File: src/rtl/mem_access_master.sv
// Load/store initiator for a single-cycle 64-bit memory port: one request at a time,
// lane alignment of store data and masks, and two-beat handling of 8-byte boundary crossings.
module mem_access_master #(
    parameter bit ALLOW_SPLIT = 1'b1
) (
    input  logic        clock,
    input  logic        reset_n,
    input  logic        req_valid,
    output logic        req_ready,
    input  logic        req_wen,
    input  logic [1:0]  req_size,
    input  logic        req_signed,
    input  logic [63:0] req_addr,
    input  logic [63:0] req_wdata,
    output logic        resp_valid,
    input  logic        resp_ready,
    output logic [63:0] resp_rdata,
    output logic        resp_err,
    output logic        mem_en,
    output logic [63:0] mem_addr,
    output logic [63:0] mem_wData,
    output logic [7:0]  mem_wMask,
    input  logic [63:0] mem_rData
);

    typedef enum logic [1:0] {IDLE, ACC0, ACC1, RESP} state_t;

    state_t      state, state_nxt;
    logic        r_wen;
    logic [1:0]  r_size;
    logic        r_signed;
    logic [63:0] r_addr;
    logic [63:0] r_wdata;
    logic [63:0] lo_buf;
    logic [63:0] hi_buf;
    logic [63:0] rdata_q;
    logic        err_q;

    logic [2:0]  off;
    logic [3:0]  nbytes;
    logic [15:0] m16;
    logic        go_acc1;
    logic [2:0]  in_align_mask;
    logic        in_misaligned;
    logic [63:0] ext_lo;
    logic [63:0] ext_hi;
    logic [63:0] v;
    logic [63:0] load_val;

    assign off           = r_addr[2:0];
    assign nbytes        = 4'd1 << r_size;
    assign m16           = ((16'd1 << nbytes) - 16'd1) << off;
    assign go_acc1       = ALLOW_SPLIT && (({1'b0, off} + nbytes) > 4'd8);
    // For a double the shift wraps to 0, so the alignment mask becomes 3'b111.
    assign in_align_mask = (3'd1 << req_size) - 3'd1;
    assign in_misaligned = (req_addr[2:0] & in_align_mask) != 3'd0;

    // The beat in flight supplies its half directly, so rdata can register on entry to RESP.
    assign ext_lo = (state == ACC0) ? mem_rData : lo_buf;
    assign ext_hi = (state == ACC1) ? mem_rData : hi_buf;
    assign v      = 64'({ext_hi, ext_lo} >> {off, 3'b000});

    always_comb begin
        load_val = v;
        case (r_size)
            2'd0:    load_val = r_signed ? {{56{v[7]}},  v[7:0]}  : {56'd0, v[7:0]};
            2'd1:    load_val = r_signed ? {{48{v[15]}}, v[15:0]} : {48'd0, v[15:0]};
            2'd2:    load_val = r_signed ? {{32{v[31]}}, v[31:0]} : {32'd0, v[31:0]};
            default: load_val = v;
        endcase
    end

    // NOTE: every output of this block gets a default before the case, so no path leaves
    // a signal unassigned and no latch is inferred.
    always_comb begin
        state_nxt  = state;
        req_ready  = 1'b0;
        resp_valid = 1'b0;
        mem_en     = 1'b0;
        mem_addr   = 64'd0;
        mem_wData  = 64'd0;
        mem_wMask  = 8'd0;
        case (state)
            IDLE: begin
                req_ready = 1'b1;
                if (req_valid)
                    state_nxt = (!ALLOW_SPLIT && in_misaligned) ? RESP : ACC0;
            end
            ACC0: begin
                mem_en    = 1'b1;
                mem_addr  = {r_addr[63:3], 3'b000};
                mem_wData = r_wdata << {off, 3'b000};
                mem_wMask = r_wen ? m16[7:0] : 8'd0;
                state_nxt = go_acc1 ? ACC1 : RESP;
            end
            ACC1: begin
                mem_en    = 1'b1;
                mem_addr  = {r_addr[63:3], 3'b000} + 64'd8;
                mem_wData = r_wdata >> {(4'd8 - {1'b0, off}), 3'b000};
                mem_wMask = r_wen ? m16[15:8] : 8'd0;
                state_nxt = RESP;
            end
            RESP: begin
                resp_valid = 1'b1;
                if (resp_ready)
                    state_nxt = IDLE;
            end
            default: state_nxt = IDLE;
        endcase
    end

    // NOTE: sequential state uses non-blocking assignments so every register samples
    // pre-edge values regardless of block ordering.
    always_ff @(posedge clock or negedge reset_n) begin
        if (!reset_n)
            state <= IDLE;
        else
            state <= state_nxt;
    end

    always_ff @(posedge clock or negedge reset_n) begin
        if (!reset_n) begin
            r_wen    <= 1'b0;
            r_size   <= 2'd0;
            r_signed <= 1'b0;
            r_addr   <= 64'd0;
            r_wdata  <= 64'd0;
            lo_buf   <= 64'd0;
            hi_buf   <= 64'd0;
            rdata_q  <= 64'd0;
            err_q    <= 1'b0;
        end else begin
            case (state)
                IDLE: begin
                    if (req_valid) begin
                        r_wen    <= req_wen;
                        r_size   <= req_size;
                        r_signed <= req_signed;
                        r_addr   <= req_addr;
                        r_wdata  <= req_wdata;
                        rdata_q  <= 64'd0;
                        err_q    <= !ALLOW_SPLIT && in_misaligned;
                    end
                end
                ACC0: begin
                    lo_buf <= mem_rData;
                    if (!go_acc1)
                        rdata_q <= r_wen ? 64'd0 : load_val;
                end
                ACC1: begin
                    hi_buf  <= mem_rData;
                    rdata_q <= r_wen ? 64'd0 : load_val;
                end
                default: ;
            endcase
        end
    end

    assign resp_rdata = rdata_q;
    assign resp_err   = err_q;

endmodule

File: config.mk
export PLATFORM = sky130hd
export DESIGN_NAME = mem_access_master
export DESIGN_NICKNAME = d
export VERILOG_FILES = /design/src/rtl/mem_access_master.sv
export SDC_FILE = /design/constraint.sdc
export NUM_CORES = 1
export LEC_CHECK = 0
export CORE_MARGIN = 2
export CORE_UTILIZATION = 45
export CTS_CLUSTER_DIAMETER = 40
export DETAILED_ROUTE_END_ITERATION = 10
export HOLD_SLACK_MARGIN = 0.02
export PLACE_DENSITY_LB_ADDON = 0.25
export SYNTH_ARGS = -nofsm -noshare
export SYNTH_HDL_FRONTEND = slang
export SYNTH_SLANG_ARGS = --single-unit
File: constraint.sdc
create_clock -name clock -period 4.43 [get_ports clock]
set_clock_uncertainty 0.15 [all_clocks]
set_input_delay 0.886 -clock clock [delete_from_list [all_inputs] [get_ports clock]]
set_output_delay 0.886 -clock clock [all_outputs]
set_load 0.05 [all_outputs]
==> results of run 1 <==
sequential cells by signal (all words and copies together) (netlist names):
| register | count |
|---|---|
| hi_buf | 56 |
| lo_buf | 64 |
| r_addr | 64 |
| r_signed | 1 |
| r_size | 2 |
| r_wdata | 64 |
| r_wen | 1 |
| resp_rdata | 64 |
| state | 2 |
area by class of cell:
type,count,area (sq um)
inverters,15,57.6
multi-input cells,1725,13200
clock inverters,46,622
repair buffers,471,5800
well taps,615,769
flip-flops and latches,318,7970
diodes,8,20.0
clock buffers,68,1570
fillers,3897,17900
cell usage in the layout, fill, tap and decap left out, types with 19 or more instances in the layout:
| master | count |
|---|---|
| a211oi_1 | 21 |
| a21oi_1 | 66 |
| a22o_1 | 48 |
| a22oi_1 | 52 |
| a31oi_1 | 27 |
| and2_1 | 39 |
| buf_12 | 122 |
| buf_4 | 64 |
| clkbuf_16 | 60 |
| clkdlybuf4s50_1 | 278 |
| dfrtp_1 | 315 |
| mux2_2 | 279 |
| mux2i_1 | 148 |
| mux4_2 | 42 |
| nand2_1 | 200 |
| nand3_1 | 43 |
| nand4_1 | 24 |
| nor2_1 | 158 |
| nor2b_1 | 33 |
| nor2b_2 | 19 |
| o211ai_1 | 23 |
| o21ai_0 | 124 |
| o22ai_1 | 121 |
kinds of logic (layout without fill, tap and decap cells):
| kind of cell | count (synthesis) | count (layout) | share of synthesized area (%) |
|---|---|---|---|
| flops | 318 | 318 | 36.4 |
| mux | 469 | 469 | 25.5 |
| other cells | 1 | 12 | 0.0172 |
| simple gates | 623 | 623 | 13.8 |
| buf+inv | 230 | 600 | 4.33 |
| fa+ha+maj | 12 | 12 | 0.721 |
| xor+xnor | 14 | 14 | 0.561 |
| compound gates | 603 | 603 | 18.7 |
through the flow:
| stage | cells | hold slack (ns) | setup TNS (ns) | worst slack (ns) | area, sq um |
|---|---|---|---|---|---|
| after floorplan | 2273 | 0.323 | -0.0106 | -0.0106 | 22000 |
| after global placement | 3136 | 0.329 | 0 | 0.430 | 27600 |
| after detailed placement | 3136 | 0.338 | 0 | 0.425 | 27600 |
| after CTS | 3251 | 0.133 | 0 | 0.00186 | 29900 |
| after global routing | 3265 | 0.148 | 0 | 0.00229 | 30000 |
| final | 3266 | 0.0920 | 0 | 0.0822 | 30000 |
routing by layer:
layer	vias to the layer above	share of wire, %
li1	9223	-
met1	10431	41
met2	1233	45
met3	197	11
met4	4	3.4
met5	-	0.029
critical path: stages, from the launching register on:
cell and delay, ns:
dfrtp_4 0.49, buf_16 0.33, nor2b_1 0.51, buf_4 0.40, a21oi_1 0.14, mux2i_1 0.26
a22oi_1 0.19, nor2b_4 0.18, buf_12 0.14
synth_stat cells (all sizes together) (5+ instances only):
cell type    n
nand3       44
o22ai      121
o211ai      23
o211a       11
o311ai       8
a221oi       7
o21ai      126
and4        12
or2         11
o221ai       8
nand2b      10
nor2       158
a211oi      21
and2        42
mux2       279
a21oi       66
nor3        15
nand4       24
clkbuf     127
and3        18
o31ai        5
a221o       14
xnor2       12
dfrtp      318
a22o        48
a22oi       52
buf         88
a311o        5
a21o        12
o2bb2ai      7
ha          11
a31oi       28
mux2i      148
a31o         6
nor2b       60
nor4         7
mux4        42
nand2      202
or4         12
o311a        7
a32oi       12
inv         14
repair_timing:
action,in CTS,in global routing
resized for setup,6,11
setup buffers,1,7
hold buffers,0,0
pin swaps,0,1
endpoints found under the setup margin,41,30
final timing paths:
path	startpoint	endpoint	slack, ns	depth (start not counted)
worst max-delay path	r_addr[1]$_DFFE_PN0P_	mem_wData[54]	0.08	8
max in group asynchronous	reset_n	r_wdata[51]$_DFFE_PN0P_	3.05	2
worst max register to register	r_addr[0]$_DFFE_PN0P_	resp_rdata[20]$_DFFE_PN0P_	0.69	10
worst min register to register	hi_buf[52]$_DFF_PN0_	hi_buf[52]$_DFF_PN0_	0.35	1
min in group clock	hi_buf[52]$_DFF_PN0_	hi_buf[52]$_DFF_PN0_	0.35	1
worst min-delay path	reset_n	resp_rdata[33]$_DFFE_PN0P_	0.09	1
==> summary.txt, run 1 <==
Status
  – Outcome: finished clean

Clock network
  – Max clock buf depth: 3
  – Worst skew pair latency: 0.64 ns
  – H-Tree Level Count: 2
  – Root Driver: clkbuf_16
  – Total CTS buffers: 60
  – Clk slew on worst S/H paths: 0.05 ns
  – # clock sinks: 318
  – TritonCTS clock tree: yes

Global routing
  – Global route hottest layer: met2
  – Met1 Track Usage GR: 45.6%
  – First-pass GRT wire length: 127 mm
  – Vias in the first global route: 20.3k
  – Routing usage on met2: 48.7%
  – M3 GR Usage: 8.75%
  – Largest net degree at the start of global routing: 146
  – Initial antenna violation count: 10
  – Tot GR Track Use: 32.6%
  – Overflow after GRT: 0

Cells and area
  – Share of layout cells above drive strength 1: 26.0%
  – Layout area overhead: 37.2%
  – Nets: 2803
  – Final core utilization: 62.7%

Routing
  – DRC viols: 0
  – Via Count: 21.1k
  – Final WL: 84.1 mm
  – DRT Pass-1 Iters: 8
  – Routed wire per std cell: 25.7 um
  – Initial drt markers: 2807
  – DRT antenna net count: 0
  – Routed vias/inst: 6.46

Synthesis
  – YS warnings: 0
  – Ys flop type: dfrtp_1
  – Synth top area share: 36.4%
  – FF+latch count, synth: 318
  – Async SR Flop Fraction: 100%
  – Post-synth EDFFs: 0
  – Area contributors post-synth: dfrtp_1 (36%), mux2_2 (14%), mux2i_1 (6.8%)
  – Post-Syn Area per Cell: 9.63 sq um
  – Synth area leader: dfrtp_1
  – Synth Cell Area: 0.0219 sq mm
  – Distinct cells, synth: 68
  – Seq/Total Area, Yosys: 36.4%
  – Mapped Cells: 2270

Worst setup path
  – WP data required: 3.39 ns
  – Crit-path max FO: 128
  – CP Data Arrival Time: 3.31 ns
  – CP Launch Type: register
  – Critical Setup Path Class: reg2out
  – Crit end category: output pin

STA
  – Least-Margin Pin Slew: 1.13 ns
  – Hold Fails Final Rpt: 0
  – Period minus WS final: 4.35 ns
  – Post-route clock period utilization: 98.1%
  – Unrepaired setup endpoints after global routing: no
  – Slew Limit Fails: 0
  – Max-Slew Margin vs Limit: 24.5%
  – Max Clk Rate: 230 MHz
  – Setup violators final: 0

Floorplan
  – Die X: 224 um
  – Chip Height: 224 um
  – Starting Density: 45.7%
  – Row Count: 80
  – DIE AREA: 0.0504 sq mm
  – Ports: 404
  – Core ar.: 0.0478 sq mm

Placed design
  – DPL Wire Length: 59.2 mm
  – Port-buffer cells: 399
  – GP Congestion: 0.952

Job
  – Max Cap Viol: 0

Worst hold path
  – Min-Delay Path Class: in2async
Power of run 1 is not shown: default switching activity piles up to over one toggle a cycle in this logic, so the estimate is an artifact.
==> run 2: changes to the inputs <==
Settings changed: SETUP_SLACK_MARGIN set to 0.15, TNS_END_PERCENT set to 30.
==> run 2 against run 1 <==
Compared with the run above: worst hold slack about the same; fmax grew 2.5%; global-route usage is 0.59 points lower; sequential cell count did not move; cell count shrank 0.28%; utilization shrank 0.084 points; count of clock-buffer cells in the layout shrank 3; cell area down 0.13%; critical path depth grew 1.
==> summary.txt, run 2 (synthesis results as in run 1) <==
STA
  – Least-Margin Pin Slew: 1.33 ns (+0.201 ns)
  – Post-route clock period utilization: 95.7% (-2.4 points)
  – Max-Slew Margin vs Limit: 11.4% (-13 points)
  – Hold Fails Final Rpt: 0 (unchanged)
  – Slew Limit Fails: 0 (unchanged)
  – Setup TNS: 0 ns (unchanged)
  – Setup ws final: 0.190 ns (+0.107 ns)
  – Max Clk Rate: 236 MHz (+2.5%)
  – Setup violators final: 0 (unchanged)
  – Period minus WS final: 4.24 ns (-0.107 ns)
  – Unrepaired setup endpoints after global routing: yes

Worst setup path
  – CP Launch Type: register
  – Worst setup path end: mem_wData[8]
  – Crit end category: output pin
  – Slowest CP cell: ha_4
  – Critical Setup Path Class: reg2out
  – Worst R2R Setup Slack: 0.45 ns (-0.24 ns)
  – Reg2Reg Depth: 10 (unchanged)
  – Buf/Inv on CP: 3 (unchanged)
  – CP top delay family: compound AO/OA/AOI/OAI gates
  – Setup crit start: r_addr[1]$_DFFE_PN0P_
  – CP Data Arrival Time: 3.20 ns (-0.11 ns)
  – Worst r2r src: r_addr[0]$_DFFE_PN0P_
  – Levels on crit path: 9 (+1)
  – WP data required: 3.39 ns (about the same)
  – Max incr delay on CP: 0.49 ns (-0.02 ns)
  – Crit-path max FO: 24 (-81%)
  – Cells along the critical path: inv_1 -> ha_4 -> buf_12 -> mux2i_1 -> o22ai_1 -> mux2i_1 -> o22ai_1 -> and2_1 -> buf_12
  – R2r endpoint: resp_rdata[20]$_DFFE_PN0P_

Clock network
  – Total CTS buffers: 58 (-3.3%)
  – Clk slew on worst S/H paths: 0.05 ns (about the same)
  – Max clock buf depth: 3 (unchanged)
  – Worst skew pair latency: 0.62 ns (-0.02 ns)
  – H-Tree Level Count: 2 (unchanged)
  – Root Driver: clkbuf_16
  – # clock sinks: 318 (unchanged)
  – TritonCTS clock tree: yes

Floorplan
  – Core ar.: 0.0478 sq mm (unchanged)
  – Die X: 224 um (unchanged)
  – Starting Density: 45.7% (unchanged)
  – DIE AREA: 0.0504 sq mm (unchanged)
  – Row Count: 80 (unchanged)
  – Chip Height: 224 um (unchanged)
  – Ports: 404 (unchanged)

Cells and area
  – Final std cells w/o fill: 3257 (-0.28%)
  – Share of layout cells above drive strength 1: 26.2% (+0.17 points)
  – Nets: 2797 (-0.21%)
  – Layout area overhead: 37.0%
  – Commonest non-fill, non-tap cell in the layout: dfrtp_1
  – Most frequent cells in the layout: dfrtp_1 (311), mux2_2 (279), clkdlybuf4s50_1 (278)

Global routing
  – Initial antenna violation count: 12 (+2)
  – Vias in the first global route: 20.2k (-0.48%)
  – Largest net degree at the start of global routing: 129 (-12%)
  – First-pass GRT wire length: 124 mm (-1.9%)
  – Overflow after GRT: 0 (unchanged)
  – Tot GR Track Use: 32.0% (-0.59 points)

Routing
  – Routed vias/inst: 6.42 (-0.58%)
  – DRT antenna net count: 0 (unchanged)
  – DRT Pass-1 Iters: 7 (-1)
  – Routed wire per std cell: 25.3 um (-1.6%)
  – Final WL: 82.5 mm (-1.8%)
  – Via Count: 20.9k (-0.85%)
  – Initial drt markers: 3013 (+7.3%)
  – DRC viols: 0 (unchanged)

Status
  – Outcome: finished clean

Placed design
  – Pre-CTS WS: 0.438 ns (+0.0132 ns)
  – Placed Instances: 3137 (+0.032%)
  – Port-buffer cells: 399 (unchanged)
  – GP Congestion: 0.985 (+3.5%)
  – DPL Wire Length: 58.3 mm (-1.4%)

Worst hold path
  – Min-Delay Path Class: in2async

Job
  – Max Cap Viol: 0 (unchanged)
## run 2: layout make-up
cell class	instances	area, sq um
Antenna cell	9	22.5
Clock buffer	65	1540
Clock inverter	43	510
Fill cell	3903	17900
Inverter	15	57.6
Multi-Input combinational cell	1725	13200
Sequential cell	318	7970
Tap cell	615	769
Timing Repair Buffer	467	5870
## run 2: worst min path at each step
stage                              startpoint                          to  slack (ns)  depth (start not counted)
global route                          reset_n  resp_rdata[41]$_DFFE_PN0P_        0.16                          1
finish                                reset_n  resp_rdata[58]$_DFFE_PN0P_        0.09                          1
global placement    resp_rdata[9]$_DFFE_PN0P_   resp_rdata[9]$_DFFE_PN0P_        0.31                          1
floorplan                hi_buf[55]$_DFF_PN0_        hi_buf[55]$_DFF_PN0_        0.32                          1
CTS                                   reset_n  resp_rdata[58]$_DFFE_PN0P_        0.13                          1
detailed placement  resp_rdata[9]$_DFFE_PN0P_   resp_rdata[9]$_DFFE_PN0P_        0.32                          1
## run 2: what timing repair did
item / in CTS / in global routing
pin swaps: 1 / 0
hold buffers: 0 / 0
resized for setup: 7 / 21
setup buffers: 1 / 0
gates cloned: 0 / 2
endpoints found under the setup margin: 69 / 62
## run 2: metal layers
metal	track usage, %	wire length [um]	vias to the layer above
met5	0	36	-
met4	13.8	3250	6
met3	7.51	8400	207
met2	47.7	36500	1254
met1	44.5	34400	10238
li1	-	-	9203
## run 2: stage by stage
| stage | hold slack (ns) | utilization [%] | instance area, sq um |
|---|---|---|---|
| 2_1_floorplan | 0.323 | - | 22000 |
| 3_3_place_gp | 0.314 | 58.0 | 27700 |
| 3_5_place_dp | 0.320 | 58.0 | 27700 |
| 4_1_cts | 0.132 | 62.3 | 29800 |
| 5_1_grt | 0.159 | 62.6 | 29900 |
| 6_report | 0.0919 | 62.6 | 30000 |
Power of run 2 is left out for the same reason.
